[config.mk]
export PLATFORM = sky130hd
export DESIGN_NAME = pdm_serializer_flat
export DESIGN_NICKNAME = d
export VERILOG_FILES = /design/src/rtl/audio_pkg.sv /design/src/rtl/pdm_serializer_if.sv /design/src/rtl/pdm_serializer.sv /design/src/flat_wrapper.sv
export SDC_FILE = /design/constraint.sdc
export NUM_CORES = 1
export LEC_CHECK = 0
export CORE_UTILIZATION = 35
export CTS_CLUSTER_SIZE = 10
export DETAILED_ROUTE_END_ITERATION = 16
export DONT_BUFFER_PORTS = 1
export PLACE_DENSITY = 0.53
export SLEW_MARGIN = 30
export SYNTH_ARGS = -nofsm -noshare
export SYNTH_HDL_FRONTEND = slang
export SYNTH_SLANG_ARGS = --single-unit
[constraint.sdc]
create_clock -name clock -period 3.21 [get_ports clock]
set_clock_uncertainty 0.1 [all_clocks]
set_input_delay 0.642 -clock clock [delete_from_list [all_inputs] [get_ports clock]]
set_output_delay 0.642 -clock clock [all_outputs]
set_load 0.01 [all_outputs]
[src/rtl/audio_pkg.sv]
// Shared audio definitions: word width, serializer FSM states and the
// level that silence starts on after playback is enabled.
package audio_pkg;

  localparam int AUDIO_WORD_W = 16;

  // First bit of the 1010... silence pattern after enable
  localparam logic SILENCE_INIT = 1'b1;

  typedef enum logic [1:0] {
    IDLE  = 2'd0,
    WAIT  = 2'd1,
    SHIFT = 2'd2
  } state_t;

endpackage

[src/rtl/pdm_serializer_if.sv]
// Word handshake between the memory reader (master) and the serializer
// (slave). A word transfers on any clock edge where valid && ready.
interface pdm_serializer_if #(
  parameter int WIDTH = audio_pkg::AUDIO_WORD_W
);

  logic [WIDTH-1:0] data;
  logic             valid;
  logic             ready;

  modport master (output data, output valid, input ready);
  modport slave  (input data, input valid, output ready);

endinterface

[src/rtl/pdm_serializer.sv]
// pdm_serializer: plays 16-bit audio words out MSB-first, one bit per
// bit_tick_i strobe. A one-word holding register feeds the shifter so
// consecutive words play without a gap bit; when no word is waiting the
// pin toggles (1010...) as silence and underrun_o pulses.
// Optional build macro PDM_UNDERRUN_CNT_EN adds a saturating 16-bit
// underrun counter on underrun_cnt_o (cleared only by reset).
module pdm_serializer
  import audio_pkg::*;
#(
  parameter int WIDTH = AUDIO_WORD_W,
  parameter int CNT_W = 5
) (
  input  logic                  clock,
  input  logic                  reset,
  input  logic                  enable_i,
  input  logic                  bit_tick_i,
  pdm_serializer_if.slave       in_if,
  output logic                  pdm_data_o,
  output logic                  pdm_sd_o,
  output logic                  word_done_o,
  output logic                  underrun_o
`ifdef PDM_UNDERRUN_CNT_EN
  ,
  output logic [15:0]           underrun_cnt_o
`endif
);

  localparam logic [CNT_W-1:0] LAST_BIT = CNT_W'(WIDTH - 1);

  state_t             state_reg;
  logic [WIDTH-1:0]   shreg_reg;
  logic [WIDTH-1:0]   hold_reg;
  logic               hold_valid_reg;
  logic [CNT_W-1:0]   bit_cnt_reg;
  logic               enable_reg;
  logic               pdm_data_reg;
  logic               word_done_reg;
  logic               underrun_reg;
  logic               ready;
`ifdef PDM_UNDERRUN_CNT_EN
  logic [15:0]        underrun_cnt_reg;
`endif

  // Ready depends on registers only, so valid_i never loops back into ready_o
  assign ready       = enable_reg && !hold_valid_reg;
  assign in_if.ready = ready;

  assign pdm_data_o  = pdm_data_reg;
  assign pdm_sd_o    = enable_reg;
  assign word_done_o = word_done_reg;
  assign underrun_o  = underrun_reg;
`ifdef PDM_UNDERRUN_CNT_EN
  assign underrun_cnt_o = underrun_cnt_reg;
`endif

  // Handshake into the holding register, playback FSM and shifter
  always_ff @(posedge clock or posedge reset) begin
    if (reset) begin
      state_reg      <= IDLE;
      shreg_reg      <= '0;
      hold_reg       <= '0;
      hold_valid_reg <= 1'b0;
      bit_cnt_reg    <= '0;
      enable_reg     <= 1'b0;
      pdm_data_reg   <= 1'b0;
      word_done_reg  <= 1'b0;
      underrun_reg   <= 1'b0;
`ifdef PDM_UNDERRUN_CNT_EN
      underrun_cnt_reg <= '0;
`endif
    end else begin
      enable_reg    <= enable_i;
      word_done_reg <= 1'b0;
      underrun_reg  <= 1'b0;

      if (!enable_i) begin
        // Drop everything, including a partial and a held word. The pin
        // parks at the complement of SILENCE_INIT so the first silence
        // tick after re-enable emits SILENCE_INIT.
        state_reg      <= IDLE;
        shreg_reg      <= '0;
        hold_reg       <= '0;
        hold_valid_reg <= 1'b0;
        bit_cnt_reg    <= '0;
        pdm_data_reg   <= ~SILENCE_INIT;
      end else begin
        // Accept only into an empty holder; the FSM consumes only from a
        // full one, so the two never collide on the same edge
        if (in_if.valid && ready) begin
          hold_reg       <= in_if.data;
          hold_valid_reg <= 1'b1;
        end

        case (state_reg)
          IDLE: begin
            state_reg <= WAIT;
          end

          WAIT: begin
            if (bit_tick_i) begin
              pdm_data_reg <= ~pdm_data_reg;
            end
            // Loading does not wait for a tick; shifting starts at the next one
            if (hold_valid_reg) begin
              shreg_reg      <= hold_reg;
              hold_valid_reg <= 1'b0;
              bit_cnt_reg    <= '0;
              state_reg      <= SHIFT;
            end
          end

          SHIFT: begin
            if (bit_tick_i) begin
              pdm_data_reg <= shreg_reg[WIDTH-1];
              shreg_reg    <= shreg_reg << 1;
              bit_cnt_reg  <= bit_cnt_reg + CNT_W'(1);
              if (bit_cnt_reg == LAST_BIT) begin
                word_done_reg <= 1'b1;
                if (hold_valid_reg) begin
                  // Reload on the same edge as the last bit: no gap bit
                  shreg_reg      <= hold_reg;
                  hold_valid_reg <= 1'b0;
                  bit_cnt_reg    <= '0;
                end else begin
                  state_reg    <= WAIT;
                  underrun_reg <= 1'b1;
`ifdef PDM_UNDERRUN_CNT_EN
                  if (underrun_cnt_reg != 16'hFFFF) begin
                    underrun_cnt_reg <= underrun_cnt_reg + 16'd1;
                  end
`endif
                end
              end
            end
          end

          default: begin
            state_reg <= IDLE;
          end
        endcase
      end
    end
  end

endmodule

[src/flat_wrapper.sv]
// flat-port wrapper written by rule: the top's interface ports become plain ports
module pdm_serializer_flat import audio_pkg::*;
#(
  parameter int WIDTH = AUDIO_WORD_W,
  parameter int CNT_W = 5
)
  (clock, reset, enable_i, bit_tick_i, pdm_data_o, pdm_sd_o, word_done_o, underrun_o, in_if_data, in_if_valid, in_if_ready);
  pdm_serializer_if #(.WIDTH(WIDTH)) in_if_i ();
  input  logic clock;
  input  logic reset;
  input  logic enable_i;
  input  logic bit_tick_i;
  output logic pdm_data_o;
  output logic pdm_sd_o;
  output logic word_done_o;
  output logic underrun_o;
  input wire logic [$bits(in_if_i.data)-1:0] in_if_data;
  input wire logic [$bits(in_if_i.valid)-1:0] in_if_valid;
  output wire logic [$bits(in_if_i.ready)-1:0] in_if_ready;
  assign in_if_i.data = in_if_data;
  assign in_if_i.valid = in_if_valid;
  assign in_if_ready = in_if_i.ready;
  pdm_serializer #(.WIDTH(WIDTH), .CNT_W(CNT_W)) u_core (.clock(clock), .reset(reset), .enable_i(enable_i), .bit_tick_i(bit_tick_i), .in_if(in_if_i), .pdm_data_o(pdm_data_o), .pdm_sd_o(pdm_sd_o), .word_done_o(word_done_o), .underrun_o(underrun_o));
endmodule
==> results of run 1 <==
per-layer routing:
layer  track usage (%)  routed length (um)  up-vias
li1                  -                   -      715
met1              19.7                2020      711
met2              24.5                1950       26
met3              3.43                 134        6
met4              4.29                  47        0
met5                 0                   0        -
power by group:
part / switching [mW] / total (mW) / internal, mW / leakage [nW]
sequential: 0.0398 / 0.640 / 0.600 / 0.603
clock: 0.183 / 0.375 / 0.192 / 0.0503
combinational: 0.224 / 0.360 / 0.136 / 0.295
total: 0.447 / 1.37 / 0.927 / 0.948
synth_stat cells, drive strengths merged:
library cell	number
nand2	58
dfrtp	44
o21ai	26
a21boi	17
mux2i	16
buf	6
clkbuf	6
ha	5
nor2b	5
inv	4
nand2b	4
nand3	4
nor2	4
a21oi	1
a22o	1
a22oi	1
a31oi	1
a32oi	1
and2	1
and4b	1
nand4	1
nand4b	1
nor3	1
o2111ai	1
o311ai	1
o31a	1
o31ai	1
worst max-delay path by stage:
stage                                          startpoint                                end  slack [ps]
final                     u_core.state_reg[0]$_DFFE_PP0P_  u_core.bit_cnt_reg[3]$_DFFE_PP0P_        1070
after global routing      u_core.state_reg[0]$_DFFE_PP0P_    u_core.shreg_reg[3]$_DFFE_PP0P_         880
after CTS                 u_core.state_reg[0]$_DFFE_PP0P_  u_core.bit_cnt_reg[3]$_DFFE_PP0P_        1050
after detailed placement  u_core.state_reg[0]$_DFFE_PP0P_  u_core.bit_cnt_reg[3]$_DFFE_PP0P_        1040
after global placement    u_core.state_reg[0]$_DFFE_PP0P_  u_core.bit_cnt_reg[3]$_DFFE_PP0P_        1120
after floorplan                                     reset  u_core.bit_cnt_reg[0]$_DFFE_PP0P_        1440
placed cells by master, fill, tap and decap left out, types with 4 or more instances in the layout:
cell type	n
nor2_1	4
o21ai_1	19
nor2b_1	4
o21ai_0	7
ha_1	5
a21boi_0	16
mux2i_1	16
clkbuf_8	7
dfrtp_1	44
nand3_1	4
nand2_1	58
worst max-delay path: stages, from the launching register on:
cell,delay (ps)
dfrtp_1,400
inv_1,100
ha_1,410
a21boi_4,640
nand2b_4,110
o311ai_1,270
logic make-up (layout without fill, tap and decap cells):
group / after synthesis / in the layout / synth area share (%)
fa+ha+maj: 5 / 5 / 2.96
buf+inv: 16 / 14 / 4.20
flops: 44 / 44 / 52.0
compound gates: 52 / 52 / 16.3
mux: 16 / 16 / 7.56
simple gates: 80 / 80 / 17.0
layout make-up:
type | instances | area share [%]
Sequential cell | 44 | 48.9
Timing Repair Buffer | 3 | 0.999
Multi-Input combinational cell | 153 | 41.1
Inverter | 4 | 0.722
Clock buffer | 7 | 4.28
Tap cell | 72 | 4.00
==> run_results.csv, run 1 <==
group,metric,value,unit
status,outcome,"finished clean",
placed_design,pre_cts_slack,1040,ps
synth,yosysTopAreaCellShare,52.0,%
setup_path,path_max_fanout,15,
clocking,htreeDepth,2,
final_layout,fin_cells,283,
routing,num_vias,1458,
final_layout,layout-drive-gt1-share,7.58,%
floorplanning,die_w,79.8,um
final_layout,diodes,0,
final_layout,final_util,39.7,%
final_layout,area_delta_synth_final,6.44,%
setup_path,critical_path_class,"reg -> reg",
clocking,cts_tree,"built",
synth,ys_seq_area_share,52.0,%
routing,initialDrtViolationCount,82,
power_and_ir_drop,finalPower,1.37,mW
final_layout,layout.area.seq,1100,sq um
clocking,cts.clk_slew.worst_paths,80,ps
synth,yosysWarnings,0,
setup_path,rrSetupSlack,1070,ps
timing,tightest_slew,658,ps
clocking,cts.sinks,44,
placed_design,gp_congestion,0.716,
synth,netlist_area,2120,sq um
clocking,cts_buffers,5,
setup_path,reg2reg_from,"u_core.state_reg[0]$_DFFE_PP0P_",
setup_path,reg2reg_to,"u_core.bit_cnt_reg[3]$_DFFE_PP0P_",
routing,drtPass1Iterations,4,
grt,grt_use_total,15.0,%
routing,antenna_left,0,
timing,tns,0,ps
final_layout,fin_area,2250,sq um
clocking,hold_buffers,0,
synth,synth_top_area_cell,"dfrtp_1",
routing,wl,4.16,mm
floorplanning,core,5680,sq um
placed_design,port_buffers,0,
grt,grt_pass1_wl,7.32,mm
placed_design,placed_cell_area,2160,sq um
setup_path,crit_path_end_kind,"flop",
clocking,cts.path.max_buffers,2,
clocking,cts_root_buf,"clkbuf_8",
power_and_ir_drop,power_density,610,nW/um^2
grt,globalRouteOverflowTotal,0,
setup_path,cp-start-kind,"flop",
timing,fmax,468,MHz
job,maxCapViolCount,0,
final_layout,fin_nets,237,
floorplanning,placementRows,27,
clocking,clkLatencyLatePin,290,ps
timing,rsz0062_at_grt,"false",
floorplanning,start_util,37.3,%
clocking,cts_setup_buffers,0,
final_layout,final.fill_count,580,
synth,netlist-cell-type-count,34,
floorplanning,dieArea,6360,sq um
timing,setup_viol,0,
synth,synthesis.nets,239,
synth,syn_inst,213,
routing,wl_per_cell,14.7,um
setup_path,crit_required,3300,ps
synth,synth_area_leaders,"dfrtp_1 (52%), nand2_1 (10%), mux2i_1 (7.6%), a21boi_0 (5.7%), o21ai_1 (4.5%)",
grt,antenna_found_initial,0,
floorplanning,die_h,79.8,um
timing,hold_ws,129,ps
final_layout,multi_input_area,927,sq um
timing,hold_viol,0,
placed_design,dp.cells,276,
placed_design,hpwl,2.76,mm
synth,avgSynthCellArea,9.94,sq um
setup_path,rr_worst_depth,5,
timing,postLayoutSetupSlackWorst,1070,ps
timing,fin_crit,2140,ps
timing,fin_crit_sh,66.5,%
grt,grt_pass1_vias,1526,
grt,grt_max_degree,29,
power_and_ir_drop,cellLeakagePower,0.948,nW
power_and_ir_drop,ir_drop,0.278,mV
worst_hold_path,hp-class,"in -> async",
routing,drc,0,
timing,relSlewSlack,56.0,%
floorplanning,pin_count,26,
synth,synth.ff_latch_count,44,
setup_path,cp.arrival,2230,ps
routing,vias_per_cell,5.15,
clocking,cts_resized,0,
timing,slew_viol_final,0,
Note: power is estimated with default switching activity, not from simulation.
==> inputs of run 2 (changes only) <==
--- a/config.mk
+++ b/config.mk
@@ -9,7 +9,7 @@
 export CTS_CLUSTER_SIZE = 10
 export DETAILED_ROUTE_END_ITERATION = 16
 export DONT_BUFFER_PORTS = 1
-export PLACE_DENSITY = 0.53
+export PLACE_DENSITY = 0.55
 export SLEW_MARGIN = 30
 export SYNTH_ARGS = -nofsm -noshare
 export SYNTH_HDL_FRONTEND = slang
==> constraint.sdc (replaced) <==
create_clock -name clock -period 1.8 [get_ports clock]
set_clock_uncertainty 0.1 [all_clocks]
set_input_delay 0.36 -clock clock [delete_from_list [all_inputs] [get_ports clock]]
set_output_delay 0.36 -clock clock [all_outputs]
set_load 0.01 [all_outputs]
==> run_results.csv, run 2 (synthesis gave the netlist of run 1 again) <==
group,metric,value,unit
placed_design,placed_cell_area,2280,sq um
timing,fin_crit,1760,ps
timing,slew_viol_final,0,
clocking,cts.sinks,44,
timing,setup_viol,0,
routing,antenna_left,0,
routing,initialDrtViolationCount,71,
final_layout,layout_common_cells,"nand2_1 (57), dfrtp_1 (43), o21ai_1 (19)",
setup_path,cp-start-kind,"flop",
grt,antenna_found_initial,0,
timing,fmax,568,MHz
floorplanning,dieArea,6360,sq um
timing,fin_crit_sh,97.9,%
final_layout,layout-drive-gt1-share,18.4,%
clocking,cts_buffers,5,
setup_path,slowest_delay,430,ps
clocking,cts_root_buf,"clkbuf_8",
setup_path,cp.arrival,1840,ps
routing,num_vias,1512,
setup_path,slowest_stage,"dfrtp_1",
final_layout,diodes,0,
power_and_ir_drop,power_density,1110,nW/um^2
floorplanning,pin_count,26,
routing,wl,4.36,mm
job,maxCapViolCount,0,
final_layout,area_delta_synth_final,18.8,%
clocking,cts.clk_slew.worst_paths,90,ps
status,outcome,"finished clean",
setup_path,path_max_fanout,8,
routing,vias_per_cell,5.04,
grt,grt_max_degree,29,
final_layout,final_common_cell,"nand2_1",
timing,tightest_slew,641,ps
clocking,cts.path.max_buffers,2,
clocking,htreeDepth,2,
placed_design,gp_congestion,0.726,
floorplanning,die_h,79.8,um
grt,globalRouteOverflowTotal,0,
setup_path,cp_top_family,"compound AO/OA/AOI/OAI gates",
floorplanning,core,5680,sq um
placed_design,port_buffers,0,
placed_design,hpwl,2.79,mm
setup_path,path_cells,"buf_6 > ha_4 > nor2b_1 > o31a_1 > buf_12 > nand2_4 > o311ai_2",
setup_path,critical_path_class,"reg -> reg",
grt,grt_use_total,14.8,%
grt,grt_pass1_vias,1484,
setup_path,crit_required,1880,ps
worst_hold_path,hp-class,"in -> reg",
grt,grt_pass1_wl,7.11,mm
floorplanning,die_w,79.8,um
final_layout,fin_area,2510,sq um
clocking,cts_tree,"built",
setup_path,crit_path_end_kind,"flop",
final_layout,final.fill_count,581,
floorplanning,placementRows,27,
power_and_ir_drop,finalPower,2.78,mW
timing,hold_viol,0,
power_and_ir_drop,ir_drop,0.503,mV
routing,drtPass1Iterations,4,
setup_path,cp_num_buf_inv,2,
timing,relSlewSlack,57.0,%
final_layout,fin_nets,253,
timing,rsz0062_at_grt,"true",
clocking,clkLatencyLatePin,310,ps
routing,wl_per_cell,14.5,um
power_and_ir_drop,cellLeakagePower,1.06,nW
floorplanning,start_util,37.3,%
routing,drc,0,
## run 2: changes by cell type in the layout (fill, tap and decap cells not counted), sizes merged
cell         change
buf             +13
clkinvlp         +2
dlygate4sd3      +2
## run 2: stage by stage
step | std cells | hold WS, ps | TNS (ps) | setup slack (ps) | util (%)
5_1_grt | 300 | 70.2 | -30.4 | -26.3 | 44.3
3_5_place_dp | 286 | 184 | -8.17 | -6.73 | 40.2
6_report | 300 | 72.0 | 0 | 38.5 | 44.3
2_1_floorplan | 213 | 291 | 0 | 27.0 | -
4_1_cts | 296 | 68.3 | 0 | 15.7 | 42.3
3_3_place_gp | 286 | 187 | 0 | 18.0 | 40.2
## run 2: path summary, 6_finish.rpt
| path | from | end | slack, ps | cells past startpoint |
|---|---|---|---|---|
| worst max-delay path | u_core.state_reg[1]$_DFFE_PP0P_ | u_core.bit_cnt_reg[3]$_DFFE_PP0P_ | 40 | 7 |
| worst min-delay path | enable_i | u_core.state_reg[0]$_DFFE_PP0P_ | 70 | 2 |
| worst max register to register | u_core.state_reg[1]$_DFFE_PP0P_ | u_core.bit_cnt_reg[3]$_DFFE_PP0P_ | 40 | 7 |
| worst min register to register | u_core.shreg_reg[9]$_DFFE_PP0P_ | u_core.shreg_reg[9]$_DFFE_PP0P_ | 390 | 2 |
| max in group asynchronous | reset | u_core.hold_reg[10]$_DFFE_PP0P_ | 680 | 3 |
| min in group asynchronous | reset | u_core.hold_reg[1]$_DFFE_PP0P_ | 400 | 2 |
## run 2: what timing repair did
action                                  CTS  global route
hold buffers                              2             0
hold endpoints to repair                 17             0
buffers inserted                          0             3
pin swaps                                 0             2
endpoints found under the setup margin   11            15
cloned                                    0             1
gates resized for setup                   1            17
## run 2: cell type report
type | instances | area (sq um) | area share, %
Sequential cell | 44 | 1100 | 43.8
Multi-Input combinational cell | 153 | 987 | 39.3
Timing Repair Buffer | 19 | 223 | 8.86
Tap cell | 72 | 90.1 | 3.58
Clock buffer | 6 | 82.6 | 3.28
Clock inverter | 2 | 15.0 | 0.597
Inverter | 4 | 15.0 | 0.597
## run 2: layer usage
layer  GRT usage [%]  wire length [um]  vias to the layer above
met1            20.0              2180                      734
met3            5.26               177                        6
met5               0                 0                        -
li1                -                 -                      749
met4            4.29                46                        0
met2            22.1              1960                       23
## run 2: worst reg2reg max path, delay by kind of cell (launching register included)
family                   cells  cell delay [ps]
AND/OR/NAND/NOR              2              190
buffers and inverters        2              310
flip-flops                   1              430
adder cells (fa/ha/maj)      1              180
AO/OA/AOI/OAI                2              440
## run 2: power breakdown
part / internal [mW] / switching (mW) / total, mW
logic: 0.474 / 0.473 / 0.947
registers: 1.07 / 0.0846 / 1.16
clock network: 0.311 / 0.366 / 0.677
